[src/rtl/addsub_seq_pkg.sv]
`default_nettype none
// ============================================================================
//  Module   : addsub_seq_pkg
//  Purpose  : Shared definitions for addsub_seq. Holds the FSM state encoding
//             and the default operand and chunk widths.
//  Revision : 1.0  initial release
// ============================================================================
package addsub_seq_pkg;

   // Default operand width and chunk width processed per cycle
   localparam int ADDSUB_N_DEF = 32;
   localparam int ADDSUB_K_DEF = 8;

   typedef enum logic [1:0] {
      ST_IDLE = 2'd0,
      ST_RUN  = 2'd1,
      ST_DONE = 2'd2
   } state_e;

endpackage
`default_nettype wire

[src/rtl/addsub_seq_adder.sv]
`default_nettype none
// ============================================================================
//  Module   : addsub_seq_adder
//  Purpose  : Plain W-bit ripple adder with carry in and carry out. Used as
//             the chunk datapath of addsub_seq.
//  Revision : 1.0  initial release
// ============================================================================
module addsub_seq_adder #(
   parameter int W = 8
) (
   input  logic [W-1:0] a_i,
   input  logic [W-1:0] b_i,
   input  logic         ci_i,
   output logic [W-1:0] s_o,
   output logic         co_o
);

   // Single wide addition gives both the sum bits and the carry out
   assign {co_o, s_o} = {1'b0, a_i} + {1'b0, b_i} + {{W{1'b0}}, ci_i};

endmodule
`default_nettype wire

[src/rtl/addsub_seq.sv]
`default_nettype none
// ============================================================================
//  Module   : addsub_seq
//  Purpose  : Sequential N-bit adder/subtractor that processes K bits per
//             cycle (N/K cycles per operation) with a valid/ready handshake
//             on both sides. The result and flags are held until consumed.
//  Options  : ADDSUB_SAT_EN - adds a 'sat' input. When it is set, a signed
//             overflow clamps the result to the most positive or most
//             negative value.
//  Revision : 1.0  initial release
// ============================================================================
module addsub_seq
   import addsub_seq_pkg::*;
#(
   parameter int N = ADDSUB_N_DEF,
   parameter int K = ADDSUB_K_DEF
) (
   input  logic         clk,
   input  logic         reset,
   input  logic         in_valid,
   output logic         in_ready,
   input  logic [N-1:0] a,
   input  logic [N-1:0] b,
   input  logic         sub,
   input  logic         cin,
`ifdef ADDSUB_SAT_EN
   input  logic         sat,
`endif
   output logic         out_valid,
   input  logic         out_ready,
   output logic [N-1:0] sum,
   output logic         cout,
   output logic         overflow,
   output logic         zero,
   output logic         negative
);

   localparam int NCH = N / K;
   localparam int IW  = (NCH > 1) ? $clog2(NCH) : 1;

   state_e         state_q;
   logic [IW-1:0]  idx_q;
   logic [N-1:0]   a_q, b_q;      // shift right by K each RUN cycle
   logic [N-1:0]   res_q;         // result accumulates from the top down
   logic           sub_q, carry_q;
   logic           in_ready_q, out_valid_q;
   logic [N-1:0]   sum_q;
   logic           cout_q, ovf_q, zero_q, neg_q;
`ifdef ADDSUB_SAT_EN
   logic           sat_q, amsb_q;
`endif

   // Datapath signals for the current chunk
   logic [K-1:0]   bx;
   logic [K-1:0]   full_s;
   logic           full_co;
   logic [K-2:0]   lo_s;
   logic           lo_co;
   logic           msb_s, msb_co;
   logic           last;
   logic [K-1:0]   chunk_d;
   logic           carry_d;
   logic [N-1:0]   res_d;
   logic [N-1:0]   sum_d;
   logic           ovf_d;

   // Chunk in the middle of the word: one K-bit adder
   addsub_seq_adder #(.W(K)) u_full (
      .a_i  (a_q[K-1:0]),
      .b_i  (bx),
      .ci_i (carry_q),
      .s_o  (full_s),
      .co_o (full_co)
   );

   // Last chunk: K-1 low bits, then the sign bit alone, so the carry into
   // the MSB is visible for signed overflow detection
   addsub_seq_adder #(.W(K-1)) u_lo (
      .a_i  (a_q[K-2:0]),
      .b_i  (bx[K-2:0]),
      .ci_i (carry_q),
      .s_o  (lo_s),
      .co_o (lo_co)
   );

   addsub_seq_adder #(.W(1)) u_msb (
      .a_i  (a_q[K-1]),
      .b_i  (bx[K-1]),
      .ci_i (lo_co),
      .s_o  (msb_s),
      .co_o (msb_co)
   );

   // Select the chunk result, merge it into the accumulated word, apply clamp
   always_comb begin
      bx      = b_q[K-1:0] ^ {K{sub_q}};
      last    = (idx_q == IW'(NCH - 1));
      chunk_d = last ? {msb_s, lo_s} : full_s;
      carry_d = last ? msb_co : full_co;
      res_d   = (res_q >> K) | (N'(chunk_d) << (N - K));
      ovf_d   = lo_co ^ msb_co;
      sum_d   = res_d;
`ifdef ADDSUB_SAT_EN
      if (sat_q && ovf_d) begin
         sum_d = {amsb_q, {(N-1){~amsb_q}}};
      end
`endif
   end

   // Control FSM with registered handshake outputs, result and flags
   always_ff @(posedge clk) begin
      if (reset) begin
         state_q     <= ST_IDLE;
         idx_q       <= '0;
         a_q         <= '0;
         b_q         <= '0;
         res_q       <= '0;
         sub_q       <= 1'b0;
         carry_q     <= 1'b0;
         in_ready_q  <= 1'b1;
         out_valid_q <= 1'b0;
         sum_q       <= '0;
         cout_q      <= 1'b0;
         ovf_q       <= 1'b0;
         zero_q      <= 1'b0;
         neg_q       <= 1'b0;
`ifdef ADDSUB_SAT_EN
         sat_q       <= 1'b0;
         amsb_q      <= 1'b0;
`endif
      end else begin
         case (state_q)
            ST_IDLE: begin
               if (in_valid) begin
                  a_q        <= a;
                  b_q        <= b;
                  sub_q      <= sub;
                  carry_q    <= cin ^ sub;
                  idx_q      <= '0;
`ifdef ADDSUB_SAT_EN
                  sat_q      <= sat;
                  amsb_q     <= a[N-1];
`endif
                  in_ready_q <= 1'b0;
                  state_q    <= ST_RUN;
               end
            end
            ST_RUN: begin
               a_q     <= a_q >> K;
               b_q     <= b_q >> K;
               carry_q <= carry_d;
               res_q   <= res_d;
               idx_q   <= idx_q + IW'(1);
               if (last) begin
                  sum_q       <= sum_d;
                  cout_q      <= msb_co ^ sub_q;
                  ovf_q       <= ovf_d;
                  zero_q      <= (sum_d == '0);
                  neg_q       <= sum_d[N-1];
                  out_valid_q <= 1'b1;
                  state_q     <= ST_DONE;
               end
            end
            ST_DONE: begin
               if (out_ready) begin
                  out_valid_q <= 1'b0;
                  in_ready_q  <= 1'b1;
                  state_q     <= ST_IDLE;
               end
            end
            default: begin
               out_valid_q <= 1'b0;
               in_ready_q  <= 1'b1;
               state_q     <= ST_IDLE;
            end
         endcase
      end
   end

   assign in_ready  = in_ready_q;
   assign out_valid = out_valid_q;
   assign sum       = sum_q;
   assign cout      = cout_q;
   assign overflow  = ovf_q;
   assign zero      = zero_q;
   assign negative  = neg_q;

endmodule
`default_nettype wire
[config.mk]
export PLATFORM = sky130hd
export DESIGN_NAME = addsub_seq
export DESIGN_NICKNAME = d
export VERILOG_FILES = /design/src/rtl/addsub_seq_pkg.sv /design/src/rtl/addsub_seq_adder.sv /design/src/rtl/addsub_seq.sv
export SDC_FILE = /design/constraint.sdc
export NUM_CORES = 1
export LEC_CHECK = 0
export ABC_AREA = 1
export BUFFER_PORTS_ARGS = -buffer_cell sky130_fd_sc_hd__buf_2
export CORE_MARGIN = 2
export CORE_UTILIZATION = 40
export CTS_CLUSTER_SIZE = 12
export DETAILED_ROUTE_END_ITERATION = 6
export GPL_ROUTABILITY_DRIVEN = 1
export HOLD_SLACK_MARGIN = 0.05
export PLACE_DENSITY = 0.71
export SETUP_SLACK_MARGIN = 0.5
export SLEW_MARGIN = 20
export SYNTH_ARGS = -nofsm -noshare
export SYNTH_HDL_FRONTEND = slang
export SYNTH_SLANG_ARGS = --single-unit
[constraint.sdc]
create_clock -name clk -period 6.9 [get_ports clk]
set_clock_uncertainty 0.15 [all_clocks]
set_input_delay 1.38 -clock clk [delete_from_list [all_inputs] [get_ports clk]]
set_output_delay 1.38 -clock clk [all_outputs]
set_load 0.01 [all_outputs]
==> impl_metrics.ini <==
[status]
status = completed

[power]
seqPwrFrac_pct = 42.5
combinationalPowerShare_pct = 13.5
powerDensity_mw_per_mm2 = 302
peakVddDrop_mv = 0.176
power_leakage_nw = 3.03
swShare_pct = 27.2
power_frac_clock_pct = 43.9
intPower_w = 0.00145
p_sw_w = 0.000541

[clock_tree]
hold_buffers = 0
cts_tree = built
cts_resized = 0
cts_buffer_depth = 2
post_cts_buffers = 0
ctsRootBufferMaster = clkbuf_16
path_clk_slew_ns = 0.06
htree_levels = 4
numCtsBuffers = 17
cts.sinks = 131
insertion_delay_ns = 0.41

[timing]
fin_crit_ns = 3.12
fin_tns_setup_ns = 0
fmaxAchievable_mhz = 320
setup_viol = 0
period_share_pct = 45.3
slew_headroom_pct = 42.7
grt_setup_unrepaired = false
tightest_slew_ns = 0.859
setup_slack_ns = 3.78
drv_slew = 0
hold_viol = 0

[synth]
yosys.area_share.simple_pct = 20.4
synth_ff_type = dfxtp_1
synth_area_leader_cell = dfxtp_1
synth_fa_ha_area_share_pct = 2.93
ys_top_cells_by_count = nand2_1 (164), dfxtp_1 (131), o21ai_0 (99)
synthMuxAreaShare_pct = 0
synthArstFlopShare_pct = 0
synth_cells = 721
synth_compound_area_share_pct = 20.5
synth-seq-cells = 131
synth_cell_types = 30
netlist_top_cells_area = dfxtp_1 (48%), nand2_1 (11%), o21ai_0 (9.1%), nor2_1 (6.2%), a31oi_1 (5.6%)
yosysMostFrequentCell = nand2_1
postSynthAreaPerCell_sq_um = 7.59
yosysTopAreaCellShare_pct = 47.9
syn_area_sq_mm = 0.00547
synth_top_family_by_area = compound AO/OA/AOI/OAI gates
synth.net_count = 802
yosysWarnings = 0
synth_edf_count = 0
ys_seq_area_share_pct = 47.9
synth-xor-area-share_pct = 1.60

[layout]
fillCellCount = 1310
nets = 882
antenna_cells = 0
instances_no_fill = 989
drive_gt1_share_pct = 18.6
fin_util_pct = 49.6
syn2layout_area_growth_pct = 20.5
post-route-cell-area_sq_mm = 0.00660

[global_route]
grtUsageMet2_pct = 31.0
grt_pass1_vias = 4548
grt_usage_pct = 19.0
use_met1_pct = 25.2
grt_overflow = 0
grt_start_max_net_pins = 101
grt_util_met3_pct = 4.14
busiest_layer = met2
grt_first_pass_wirelength_um = 22100
antenna_found_initial = 0

[place]
dp_cells = 958
hpwl_um = 8580
io_buffers = 107
dpl_cell_area_sq_mm = 0.00602
preCtsSetupSlack_ns = 3.41
place_congestion = 0.868

[worst_setup_path]
worstSetupStartpointType = flip-flop
cp.arrival_ns = 3.31
reg2reg_from = sub_q
reg2reg_depth = 17
critPathKind = reg2reg
regToRegSetupSlack_ns = 3.78
r2r-end = zero
cp-startpoint = sub_q
endpoint = zero
endpoint_kind = flip-flop
cp.required_ns = 7.08
critPathMaxFanout = 11

[detailed_routing]
vias = 4915
viasPerCell = 4.97
first_iter_violations = 408
routed_wl_um = 13400
drc = 0
wire_per_inst_um = 13.6
ant_nets = 0
first_pass_iters = 6

[run]
max_cap_violations = 0

[floorplanning]
die_w_um = 121
row_count = 42
coreArea_sq_mm = 0.0133
die_y_um = 121
start_util_pct = 41.2
die-area_sq_mm = 0.0146
ioPinCount = 108

[min_path]
hold_path.class = reg2reg
cells in the final DEF, fill, tap and decap left out:
cell type and count:
nor2_8 1, xnor2_1 2, nand4_1 3, a21oi_1 41, fa_1 3, buf_4 3, o21ai_0 99, clkbuf_16 17
inv_2 6, nand2_1 164, nor3_1 2, nand2_2 2, nand3_1 15, and2_1 1, ha_1 8, a31oi_1 49
clkinvlp_4 2, o211ai_1 6, a21oi_2 1, bufinv_16 2, clkinv_4 4, o21bai_1 2, nand3b_1 1, dfxtp_1 131
a211oi_1 5, nand2_4 1, o21a_1 1, inv_6 1, clkinv_2 3, xor2_1 8, buf_2 107, inv_1 29
clkbuf_8 1, nor2_1 91, clkbuf_1 1
how the worst min path moves through the flow:
stage | cells after the start | start | slack (ns) | end
floorplan | 1 | idx_q[0] | 0.28 | idx_q[0]
global route | 2 | b_q[30] | 0.32 | b_q[30]
global placement | 2 | a_q[31] | 0.30 | a_q[31]
detailed placement | 2 | a_q[27] | 0.30 | a_q[27]
finish | 2 | a_q[27] | 0.31 | a_q[27]
CTS | 2 | b_q[30] | 0.31 | b_q[30]
power groups by stage:
stage / registers, W / clock network [W] / logic, W
2_1_floorplan: 0.000851 / 0 / 0.000203
3_3_place_gp: 0.000861 / 0 / 0.000265
3_5_place_dp: 0.000861 / 0 / 0.000269
4_1_cts: 0.000846 / 0.000887 / 0.000271
5_1_grt: 0.000853 / 0.000920 / 0.000311
6_report: 0.000846 / 0.000873 / 0.000269
critical path: stages (launching register included):
cell and delay (ns):
dfxtp_1 0.62, xnor2_1 0.15, fa_1 0.37, inv_1 0.09
nand3_1 0.10, nand2_1 0.12, nand4_1 0.12, nand2_1 0.14
fa_1 0.48, nor2_1 0.12, nand2_1 0.05, nor2_1 0.08
nand2_1 0.06, nor2_1 0.08, nand3_1 0.07, nor2_1 0.09
nand2_1 0.05, a21oi_1 0.12
per-layer routing:
layer  wire length [um]  vias up
met2               6410      118
li1                   -     2576
met4                173        0
met1               6290     2208
met3                550       13
met5                  0        -
cell type report:
type | instances | area [sq um] | area share (%)
Clock inverter | 12 | 134 | 2.03
Clock buffer | 19 | 443 | 6.71
Timing Repair Buffer | 110 | 558 | 8.46
Sequential cell | 131 | 2620 | 39.8
Tap cell | 176 | 220 | 3.34
Inverter | 35 | 131 | 1.99
Multi-Input combinational cell | 506 | 2490 | 37.7
sequential cells by signal, indices dropped and copies added, names as in the netlist, 2 cells and up:
register / count
a_q: 32
b_q: 32
sum: 32
res_q: 24
idx_q: 2
state_q: 2
stage by stage:
step                hold WS [ns]  total power (W)
finish                     0.310          0.00199
global route               0.324          0.00208
CTS                        0.311          0.00200
detailed placement         0.304          0.00113
global placement           0.298          0.00113
floorplan                  0.279          0.00105
cell families after synthesis:
group	count (synthesis)
adders and majority gates	11
DFF	131
and+or+nand+nor	281
buffers and inverters	84
xor gates and xnor gates	10
AOI/OAI and AO/OA	204
Power figures use the tool's default switching activity.
